===== src/rtl/mem_access_if.sv =====
// Request, data-bus and writeback signals of the MEM-stage load/store unit.
// slave: the unit itself; master: the surrounding pipeline and memory.
interface mem_access_if;
  logic        in_valid;
  logic        in_ready;
  logic [7:0]  in_op;
  logic [31:0] in_addr;
  logic [31:0] in_wdata;
  logic        flush;
  logic        data_req;
  logic        data_wr;
  logic [1:0]  data_size;
  logic [31:0] data_addr;
  logic [3:0]  data_wstrb;
  logic [31:0] data_wdata;
  logic        data_addr_ok;
  logic        data_data_ok;
  logic [31:0] data_rdata;
  logic        out_valid;
  logic        out_ready;
  logic [31:0] out_data;
  logic        adel;
  logic        ades;

  modport slave (
    input  in_valid, in_op, in_addr, in_wdata, flush,
    input  data_addr_ok, data_data_ok, data_rdata,
    input  out_ready,
    output in_ready,
    output data_req, data_wr, data_size, data_addr,
    output data_wstrb, data_wdata,
    output out_valid, out_data, adel, ades
  );

  modport master (
    output in_valid, in_op, in_addr, in_wdata, flush,
    output data_addr_ok, data_data_ok, data_rdata,
    output out_ready,
    input  in_ready,
    input  data_req, data_wr, data_size, data_addr,
    input  data_wstrb, data_wdata,
    input  out_valid, out_data, adel, ades
  );
endinterface


===== src/rtl/mem_access.sv =====
// MEM-stage load/store unit: alignment check, one SRAM-like bus access,
// load data alignment/extension. Ports: clk, reset (async high), bus.
module mem_access #(
  parameter bit ALIGN_CHECK = 1'b1
) (
  input  logic         clk,
  input  logic         reset,
  mem_access_if.slave  bus
);

  typedef enum logic [2:0] {
    IDLE, REQ, WAIT, DISCARD, RESP
  } state_t;

  state_t      state;
  state_t      state_nx;

  logic [7:0]  op_q;
  logic [31:0] addr_q;
  logic [31:0] wdata_q;
  logic [31:0] data_q;
  logic        adel_q;
  logic        ades_q;

  logic        accept;
  logic        half_in;
  logic        word_in;
  logic        load_in;
  logic        mis_in;
  logic        capture;
  logic        is_store;

  function automatic logic [31:0] load_ext(
    input logic [7:0]  op,
    input logic [1:0]  a,
    input logic [31:0] d
  );
    logic [7:0]  b;
    logic [15:0] h;
    unique case (a)
      2'd0:    b = d[7:0];
      2'd1:    b = d[15:8];
      2'd2:    b = d[23:16];
      default: b = d[31:24];
    endcase
    h = a[1] ? d[31:16] : d[15:0];
    unique case (1'b1)
      op[0]:   load_ext = {{24{b[7]}}, b};
      op[1]:   load_ext = {24'd0, b};
      op[2]:   load_ext = {{16{h[15]}}, h};
      op[3]:   load_ext = {16'd0, h};
      op[4]:   load_ext = d;
      default: load_ext = 32'd0;
    endcase
  endfunction

  assign accept  = bus.in_valid && (state == IDLE);
  assign half_in = bus.in_op[2] | bus.in_op[3] | bus.in_op[6];
  assign word_in = bus.in_op[4] | bus.in_op[7];
  assign load_in = |bus.in_op[4:0];
  assign mis_in  = ALIGN_CHECK &&
                   ((half_in && bus.in_addr[0]) ||
                    (word_in && |bus.in_addr[1:0]));
  assign is_store = |op_q[7:5];

  // Load data is taken only for a live (unflushed) access.
  assign capture = !bus.flush && bus.data_data_ok &&
                   ((state == REQ && bus.data_addr_ok) ||
                    state == WAIT);

  always_ff @(posedge clk or posedge reset) begin
    if (reset) state <= IDLE;
    else       state <= state_nx;
  end

  always_comb begin
    state_nx = state;
    unique case (state)
      IDLE: begin
        if (accept) state_nx = mis_in ? RESP : REQ;
      end
      REQ: begin
        if (bus.flush) begin
          // A flushed access that is already accepted must
          // still drain its response unless it completes now.
          if (bus.data_addr_ok && !bus.data_data_ok)
            state_nx = DISCARD;
          else
            state_nx = IDLE;
        end else if (bus.data_addr_ok) begin
          state_nx = bus.data_data_ok ? RESP : WAIT;
        end
      end
      WAIT: begin
        if (bus.flush)
          state_nx = bus.data_data_ok ? IDLE : DISCARD;
        else if (bus.data_data_ok)
          state_nx = RESP;
      end
      DISCARD: begin
        if (bus.data_data_ok) state_nx = IDLE;
      end
      RESP: begin
        if (bus.flush || bus.out_ready) state_nx = IDLE;
      end
      default: state_nx = IDLE;
    endcase
  end

  always_ff @(posedge clk or posedge reset) begin
    if (reset) begin
      op_q    <= '0;
      addr_q  <= '0;
      wdata_q <= '0;
      data_q  <= '0;
      adel_q  <= 1'b0;
      ades_q  <= 1'b0;
    end else if (accept) begin
      op_q    <= bus.in_op;
      addr_q  <= bus.in_addr;
      wdata_q <= bus.in_wdata;
      data_q  <= '0;
      adel_q  <= mis_in && load_in;
      ades_q  <= mis_in && !load_in;
    end else if (capture) begin
      data_q  <= load_ext(op_q, addr_q[1:0], bus.data_rdata);
    end
  end

  always_comb begin
    bus.in_ready   = (state == IDLE);
    bus.out_valid  = (state == RESP);
    bus.out_data   = data_q;
    bus.adel       = (state == RESP) && adel_q;
    bus.ades       = (state == RESP) && ades_q;
    bus.data_req   = 1'b0;
    bus.data_wr    = 1'b0;
    bus.data_size  = 2'd0;
    bus.data_addr  = '0;
    bus.data_wstrb = 4'd0;
    bus.data_wdata = '0;
    if (state == REQ) begin
      bus.data_req  = 1'b1;
      bus.data_wr   = is_store;
      bus.data_addr = addr_q;
      unique case (1'b1)
        op_q[0], op_q[1]: bus.data_size = 2'd0;
        op_q[2], op_q[3]: bus.data_size = 2'd1;
        op_q[4]:          bus.data_size = 2'd2;
        op_q[5]: begin
          bus.data_size  = 2'd0;
          bus.data_wstrb = 4'b0001 << addr_q[1:0];
          bus.data_wdata = {4{wdata_q[7:0]}};
        end
        op_q[6]: begin
          bus.data_size  = 2'd1;
          bus.data_wstrb = addr_q[1] ? 4'b1100 : 4'b0011;
          bus.data_wdata = {2{wdata_q[15:0]}};
        end
        op_q[7]: begin
          bus.data_size  = 2'd2;
          bus.data_wstrb = 4'hF;
          bus.data_wdata = wdata_q;
        end
        default: bus.data_size = 2'd0;
      endcase
    end
  end

endmodule


===== src/flat_wrapper.sv =====
// flat-port wrapper written by rule: the top's interface ports become plain ports
module mem_access_flat 
#(
  parameter bit ALIGN_CHECK = 1'b1
)
  (clk, reset, bus_in_valid, bus_in_op, bus_in_addr, bus_in_wdata, bus_flush, bus_data_addr_ok, bus_data_data_ok, bus_data_rdata, bus_out_ready, bus_in_ready, bus_data_req, bus_data_wr, bus_data_size, bus_data_addr, bus_data_wstrb, bus_data_wdata, bus_out_valid, bus_out_data, bus_adel, bus_ades);
  mem_access_if bus_i ();
  input  logic clk;
  input  logic reset;
  input wire logic [$bits(bus_i.in_valid)-1:0] bus_in_valid;
  input wire logic [$bits(bus_i.in_op)-1:0] bus_in_op;
  input wire logic [$bits(bus_i.in_addr)-1:0] bus_in_addr;
  input wire logic [$bits(bus_i.in_wdata)-1:0] bus_in_wdata;
  input wire logic [$bits(bus_i.flush)-1:0] bus_flush;
  input wire logic [$bits(bus_i.data_addr_ok)-1:0] bus_data_addr_ok;
  input wire logic [$bits(bus_i.data_data_ok)-1:0] bus_data_data_ok;
  input wire logic [$bits(bus_i.data_rdata)-1:0] bus_data_rdata;
  input wire logic [$bits(bus_i.out_ready)-1:0] bus_out_ready;
  output wire logic [$bits(bus_i.in_ready)-1:0] bus_in_ready;
  output wire logic [$bits(bus_i.data_req)-1:0] bus_data_req;
  output wire logic [$bits(bus_i.data_wr)-1:0] bus_data_wr;
  output wire logic [$bits(bus_i.data_size)-1:0] bus_data_size;
  output wire logic [$bits(bus_i.data_addr)-1:0] bus_data_addr;
  output wire logic [$bits(bus_i.data_wstrb)-1:0] bus_data_wstrb;
  output wire logic [$bits(bus_i.data_wdata)-1:0] bus_data_wdata;
  output wire logic [$bits(bus_i.out_valid)-1:0] bus_out_valid;
  output wire logic [$bits(bus_i.out_data)-1:0] bus_out_data;
  output wire logic [$bits(bus_i.adel)-1:0] bus_adel;
  output wire logic [$bits(bus_i.ades)-1:0] bus_ades;
  assign bus_i.in_valid = bus_in_valid;
  assign bus_i.in_op = bus_in_op;
  assign bus_i.in_addr = bus_in_addr;
  assign bus_i.in_wdata = bus_in_wdata;
  assign bus_i.flush = bus_flush;
  assign bus_i.data_addr_ok = bus_data_addr_ok;
  assign bus_i.data_data_ok = bus_data_data_ok;
  assign bus_i.data_rdata = bus_data_rdata;
  assign bus_i.out_ready = bus_out_ready;
  assign bus_in_ready = bus_i.in_ready;
  assign bus_data_req = bus_i.data_req;
  assign bus_data_wr = bus_i.data_wr;
  assign bus_data_size = bus_i.data_size;
  assign bus_data_addr = bus_i.data_addr;
  assign bus_data_wstrb = bus_i.data_wstrb;
  assign bus_data_wdata = bus_i.data_wdata;
  assign bus_out_valid = bus_i.out_valid;
  assign bus_out_data = bus_i.out_data;
  assign bus_adel = bus_i.adel;
  assign bus_ades = bus_i.ades;
  mem_access #(.ALIGN_CHECK(ALIGN_CHECK)) u_core (.clk(clk), .reset(reset), .bus(bus_i));
endmodule

===== config.mk =====
export PLATFORM = sky130hd
export DESIGN_NAME = mem_access_flat
export DESIGN_NICKNAME = d
export VERILOG_FILES = /design/src/rtl/mem_access_if.sv /design/src/rtl/mem_access.sv /design/src/flat_wrapper.sv
export SDC_FILE = /design/constraint.sdc
export NUM_CORES = 1
export LEC_CHECK = 0
export CAP_MARGIN = 10
export CORE_MARGIN = 2
export CORE_UTILIZATION = 35
export CTS_BUF_LIST = sky130_fd_sc_hd__clkbuf_4 sky130_fd_sc_hd__clkbuf_8 sky130_fd_sc_hd__clkbuf_16
export CTS_CLUSTER_SIZE = 24
export DETAILED_ROUTE_END_ITERATION = 12
export PLACE_DENSITY = 0.75
export SLEW_MARGIN = 25
export SYNTH_ARGS = -nofsm -noshare
export SYNTH_HDL_FRONTEND = slang
export SYNTH_SLANG_ARGS = --single-unit

===== constraint.sdc =====
create_clock -name clk -period 6 [get_ports clk]
set_input_delay 1.2 -clock clk [delete_from_list [all_inputs] [get_ports clk]]
set_output_delay 1.2 -clock clk [all_outputs]
set_load 0.005 [all_outputs]

-- Word level (Yosys, flattened, before mapping)
Index checks and enable logic that the tools add are counted.
- register bits after elaboration: 109
- input port bits: 111
- output and inout port bits: 108
- word-level logic and storage cells: 75
- mux-type cells: 27
- shifts and indexed selects: 1
- reduce and logical (&&, ||, !) cells: 26
- equality and inequality tests: 11
- bitwise logic cells: 3
- operators by type and width (cell ; number):
    $pmux 32 s5 ; 1
    $mux 32 ; 4
    $pmux 32 s3 ; 1
    $mux 3 ; 9
    $pmux 8 s3 ; 1
    $mux 16 ; 1
    $pmux 3 s5 ; 1
    $pmux 4 s3 ; 1
    $logic_and 1x1->1 ; 11
    $mux 4 ; 2
    $eq 3x2->1 const B ; 2
    $mux 2 ; 3
    $ne 3x3->1 const B ; 2
    $reduce_or 3->1 ; 2
    $reduce_and 5->1 ; 1
    $reduce_or 5->1 ; 1
    $ne 2x1->1 const B ; 2
    $pmux 2 s2 ; 1
    $reduce_or 2->1 ; 2
    $shl 1x2->4 const A ; 1
    $eq 3x1->1 const B ; 1
    $eq 3x3->1 const B ; 1
    $logic_not 1->1 ; 3
    $logic_not 3->1 ; 1
    other kinds (8) ; 13

-- Longest topological paths before layout
- depth after elaboration: 7
- gate-level depth with buffers: 8
- depth with buffers taken out: 6

-- Least setup slack after synthesis
Ideal clock, no wire load.
- path kind: register to output
- from: reg u_core.state[1]
- to: out bus_data_wstrb[1]
- data required time: 4800 ps
- data arrival time: 1522 ps
- buffers on the path: 1
- setup slack: 3278 ps
- cell stages (with the launch flop): 8
- cells stage by stage: dfrtp_1 -> buf_2 -> or3b_1 -> inv_2 -> o21ai_2 -> inv_2 -> o21ai_0 -> a21oi_1
- longest elaborated chain between the ends: 2
- ends and longest elaborated chain (element ; line ; RTL):
    start, declared ; mem_access.sv:15 ; state_t state;
    start signal, assigned ; mem_access.sv:73 ; else state <= state_nx;
    $eq 3x1->1 ; mem_access.sv:142 ; if (state == REQ) begin
    $mux 4 ; mem_access.sv:142 ;
    end, declared ; flat_wrapper.sv:24 ; output wire logic [$bits(bus_i.data_wstrb)-1:0] bus_data_wstrb;
Every way passes these cells.

-- Final worst setup path
Same ends and word-level chain as after synthesis.

==> out/results.txt <==
status = finished, final reports clean
initial core utilization = 35.8%
CP max FO = 34
top cell type's share of synthesized area = 50.1%
critical path class = flop to primary output
DR WL/cell = 17.4 µm
row count = 45
Clock Sinks = 109
top cells by count, synth = nand2_1, dfrtp_1, and2_1
DRT Pass-1 Iters = 6
clock power share = 17.8%
clock skew = 0.00650 ns
Final setup viols = 0
worst slew margin relative to its limit = 47.9%
Clk pin slew, worst setup/hold paths = 0.07 ns
P_sw = 1300 µW
GRT Total Usage = 21.2%
GRT overflow = 0
Setup TNS Final = 0 ns
switching share of power = 39.8%
CTS Buf Count = 9
IO Pins = 219
HP Class = flop to flop
Synth async-reset ratio = 100%
Initial DRC Count = 495
nets = 914
maximum vdd drop = 0.276 mV
DRT antenna net count = 0
TritonCTS clock tree = done
post-synthesis cell count = 615
Mapped Area = 5440 µm²
Final Wtd Congestion = 0.881
Finished Cell Area = 7970 µm²
Core ar. = 15200 µm²
Post-Route WL = 17300 µm
dominant cells by area after synthesis = dfrtp_1, nand2_1, o2bb2ai_1, and2_1, nor2_1
Max Buffers Root-to-Sink = 2
Gate power share = 41.8%
PD cells = 410 nW/µm²
Synth cell types = 47
internal power contribution = 1970 µW
sequential fraction of design power = 40.4%
area leader, netlist = dfrtp_1
Area growth syn-to-layout = 46.5%
Avg Inst Size Synth = 8.85 µm²
dpl cell area = 7680 µm²
post-synthesis sequential area ratio = 50.1%
Main synth FF type = dfrtp_1
Syn Nets = 726
Fin. Hold Viols = 0
RSZ-0062 raised after global routing = no
Tcrit/Tclk final = 75.4%
crit end category = primary output
Startpoint Class = flop
minimum clock period after layout = 4.52 ns
Post-synth EDFFs = 0
Die W = 129 µm
# Post-CTS Setup Buffers = 0
post-synthesis register bit count = 109
share of cells above drive strength 1 = 4.58%
vias per cell = 5.18
DRC = 0
vias in the first global route = 4945
max_cap viols = 0
CTS Root Cell = clkbuf_16
Worst-Margin Slew = 0.782 ns
vias = 5164
largest net degree at the start of global routing = 76
Syn. warnings = 0
Final Max Slew Viols = 0
highest clock rate = 221 MHz
cts repair resizes = 0
worst endpoint required time = 4.80 ns
H-tree depth = 3
count leader, synth = nand2_1
Detailed Place HPWL = 12100 µm
worst hold slack = 0.466 ns
die area = 16600 µm²
CP Data Arrival Time = 3.32 ns
antenna violations before repair = 1
cts hold-fix bufs = 0
Total Power = 3270 µW
leakage power total = 0.00355 µW
Die H = 129 µm
port bufs = 218
Clk Latency, worst-skew pair = 0.35 ns
Util after Layout = 52.4%
global-route wire length before repair = 27500 µm
[critical path: stages (launching register included)]
cell,delay (ns)
dfrtp_1,0.48
or3b_1,0.73
inv_2,0.52
o21ai_2,0.25
inv_2,0.18
o21ai_0,0.13
a21oi_1,0.15
clkdlybuf4s50_1,0.52
[power by group through the flow]
stage	clock network [µW]	registers, µW	logic [µW]
3_3_place_gp	0	1320	1340
6_report	584	1320	1370
5_1_grt	623	1360	1530
3_5_place_dp	0	1320	1370
4_1_cts	596	1310	1380
2_1_floorplan	0	1150	979
[layout make-up]
| cell class | instances | area [µm²] |
|---|---|---|
| flip-flops and latches | 109 | 2730 |
| diodes | 1 | 2.50 |
| well taps | 188 | 235 |
| clock buffers | 12 | 267 |
| clock inverters | 3 | 18.8 |
| fillers | 1404 | 7230 |
| inverters | 6 | 25.0 |
| multi-input cells | 454 | 2470 |
| repair buffers | 223 | 2220 |
[stage by stage]
| stage | setup slack [ns] | cells |
|---|---|---|
| after floorplan | 1.93 | 615 |
| after global placement | 1.90 | 980 |
| after detailed placement | 1.85 | 980 |
| after CTS | 1.46 | 995 |
| after global routing | 1.24 | 996 |
| final | 1.48 | 996 |
[metal layers]
layer / track usage (%) / wire (µm) / vias up / share of wire (%)
met2: 32.5 / 8130 / 208 / 47
li1: - / - / 2481 / -
met5: 0 / 0 / - / 0
met1: 29.1 / 7420 / 2445 / 43
met3: 5.95 / 1230 / 30 / 7.1
met4: 7.16 / 557 / 0 / 3.2
[layout by cell type, fill, tap and decap left out, types with 3 or more instances in the layout]
cell type	count
inv_1	3
nor3_1	3
a21oi_1	21
nand2_1	215
clkbuf_8	3
a22oi_1	16
buf_4	5
clkbuf_16	9
mux2i_1	8
clkdlybuf4s50_1	218
o21ai_0	7
or2_2	3
and2_1	42
a221oi_1	16
a222oi_1	8
nor2b_1	3
o2bb2ai_1	38
dfrtp_1	109
nor2_1	37
[path summary, 6_finish.rpt]
check / from / end / slack [ns] / cells past startpoint
max in group asynchronous: reset / u_core.bus.out_data[17] / 3.55 / 3
worst max register to register: u_core.addr_q[1] / u_core.bus.out_data[8] / 3.86 / 4
worst min register to register: u_core.addr_q[22] / u_core.addr_q[22] / 0.47 / 2
min in group asynchronous: reset / u_core.addr_q[3] / 1.34 / 2
worst max-delay path: u_core.state[1] / bus_data_wstrb[1] / 1.48 / 7
worst min-delay path: u_core.addr_q[22] / u_core.addr_q[22] / 0.47 / 2
[cell families after synthesis]
group	synth area share (%)
buffers and inverters	4.58
AO/OA/AOI/OAI	18.2
AND/OR/NAND/NOR	25.0
multiplexers	2.09
flip-flops	50.1
[registers in the layout (all words and copies together) (netlist names)]
register	count
u_core.addr_q	32
u_core.adel_q	1
u_core.ades_q	1
u_core.bus.out_data	32
u_core.op_q	8
u_core.state	3
u_core.wdata_q	32
No activity file was read; power rests on OpenSTA's default activity.
==> edit: new RTL, same flow settings <==
Re-encode `state_t` (5 states) as one-hot, 5 bits wide.
--- a/src/rtl/mem_access.sv
+++ b/src/rtl/mem_access.sv
@@ -8,8 +8,8 @@
   mem_access_if.slave  bus
 );
 
-  typedef enum logic [2:0] {
-    IDLE, REQ, WAIT, DISCARD, RESP
+  typedef enum logic [4:0] {
+    IDLE = 5'b00001, REQ = 5'b00010, WAIT = 5'b00100, DISCARD = 5'b01000, RESP = 5'b10000
   } state_t;
 
   state_t      state;
Check against the original RTL: same outputs for any inputs over 10 cycles, from zero or initial values and one cycle with reset high; not proved beyond that.
==> edit against the original RTL <==
Design area rose by 2.3%. Total power shrank 0.99%. Synthesized area increased by 1.0%. Die area up 1.0%. Routed wire length down 2.8%. Setup slack got worse by 0.11 ns. Worst hold slack better by 0.030 ns. Final cell count fell by 12%. Sequential cell count is 2 higher. Via count down 7.7%. Critical path type unchanged.
==> edit: results (changes against the original RTL) <==
reg-to-reg slack, setup=3.75 ns (-0.11 ns); fraction of layout cells with a size suffix above 1=0.1766 (+0.1308); Synth Area in Compound Gates=0.1670 (-0.01460); post-CTS sizing=0 (unchanged); per-cell routed wire length=19.16 um (+10%); Layout Nets=774 (-15%); Min-Delay Endpoint=u_core.bus.out_data[23]; P_sw=1.137 mW (-13%); CP arrival=3.43 ns (+0.11 ns); overall routing resource usage=0.2024 (-0.009755); vias=4765 (-7.7%); synth unique cells=44 (-6.4%); outcome=complete, no violations; Hold Path Depth=1 (-1); Setup crit start=u_core.state[2]; crit-path max FO=32 (-5.9%); worst-margin pin slew=0.7834 ns (+0.001524 ns); Peak supply drop=0.2007 mV (-27%); commonest cells in the netlist=dfrtp_1, mux2_2, nor2_1, and2_1, o2bb2ai_1; syn_nets=579 (-20%); hold_ws=0.4953 ns (+0.02967 ns); post-detail-place hpwl=12.35 mm (+1.9%); Synth Warn #=0 (unchanged); reg2reg end=u_core.bus.out_data[28]; crit path max-delay cell type=inv_1; pin count of the biggest net entering global routing=78 (+2.6%); Seq/Total Area, Yosys=0.5055 (+0.004197); final period utilization=0.7716 (+0.01758); Place WS=1.693 ns (-0.1596 ns); initial antenna violation count=0 (-1); max incr delay on CP=0.57 ns (-0.16 ns); area of placed instances=7824 um2 (+1.8%); # H-tree levels=3 (unchanged); Area contributors post-synth=dfrtp_1, mux2_2, o2bb2ai_1; min-delay src=u_core.bus.out_data[23]; first-pass GRT wire length=26.38 mm (-4.0%); antenna diode count=0 (-1); reg2reg path depth=5 (+1); Setup Skew=0.005623 ns (-0.0008739 ns); Synth Area in Adders=0 (unchanged); P_leak=3.269 nW (-7.9%); vias in the first global route=4861 (-1.7%); multiplexer share of the synthesized area=0.1823 (+0.1614); RD Place Congestion=0.9136 (+3.7%); DRT iter0 DRCs=331 (-33%)
-- edit: cell families after synthesis --
family                 count (synthesis)
AOI/OAI and AO/OA                    116
and+or+nand+nor                      112
DFF                                  111
muxes                                 81
buffers and inverters                 48
-- edit: power by group through the flow --
stage / Sequential [mW] / Clock, mW / Combinational (mW)
2_1_floorplan: 1.16 / 0 / 0.996
6_report: 1.33 / 0.647 / 1.27
3_3_place_gp: 1.32 / 0 / 1.24
4_1_cts: 1.32 / 0.666 / 1.27
5_1_grt: 1.37 / 0.696 / 1.38
3_5_place_dp: 1.33 / 0 / 1.27
-- edit: through the flow --
step,power [mW],util,cells
CTS,3.261,0.5337,879
detailed placement,2.607,0.5128,863
global route,3.440,0.5345,879
floorplan,2.156,-,468
global placement,2.558,0.5125,863
finish,3.239,0.5345,879
-- edit: metal layers --
| metal | up-vias | global-route usage | routed length [um] | share of wire |
|---|---|---|---|---|
| li1 | 2138 | - | - | - |
| met1 | 2326 | 0.2642 | 6887 | 0.41 |
| met2 | 269 | 0.3334 | 8036 | 0.48 |
| met4 | 2 | 0.06777 | 356 | 0.021 |
| met5 | - | 0 | 26 | 0.0015 |
| met3 | 30 | 0.04666 | 1533 | 0.091 |
-- edit: worst max-delay path: cells and delay by family, from the launching register on --
family / cells / cell delay (ns)
AO/OA/AOI/OAI: 3 / 0.61
buffers and inverters: 4 / 1.60
AND/OR/NAND/NOR: 2 / 0.38
flip-flops: 1 / 0.46
-- edit: cell type report --
type	count	area (um2)
inverter	9	36.28
tap	211	264.0
sequential	111	2779
fill	1321	7103
timing repair buffer	223	2220
clock inverter	7	95.09
multi-input combinational	309	2536
clock buffer	9	225.2
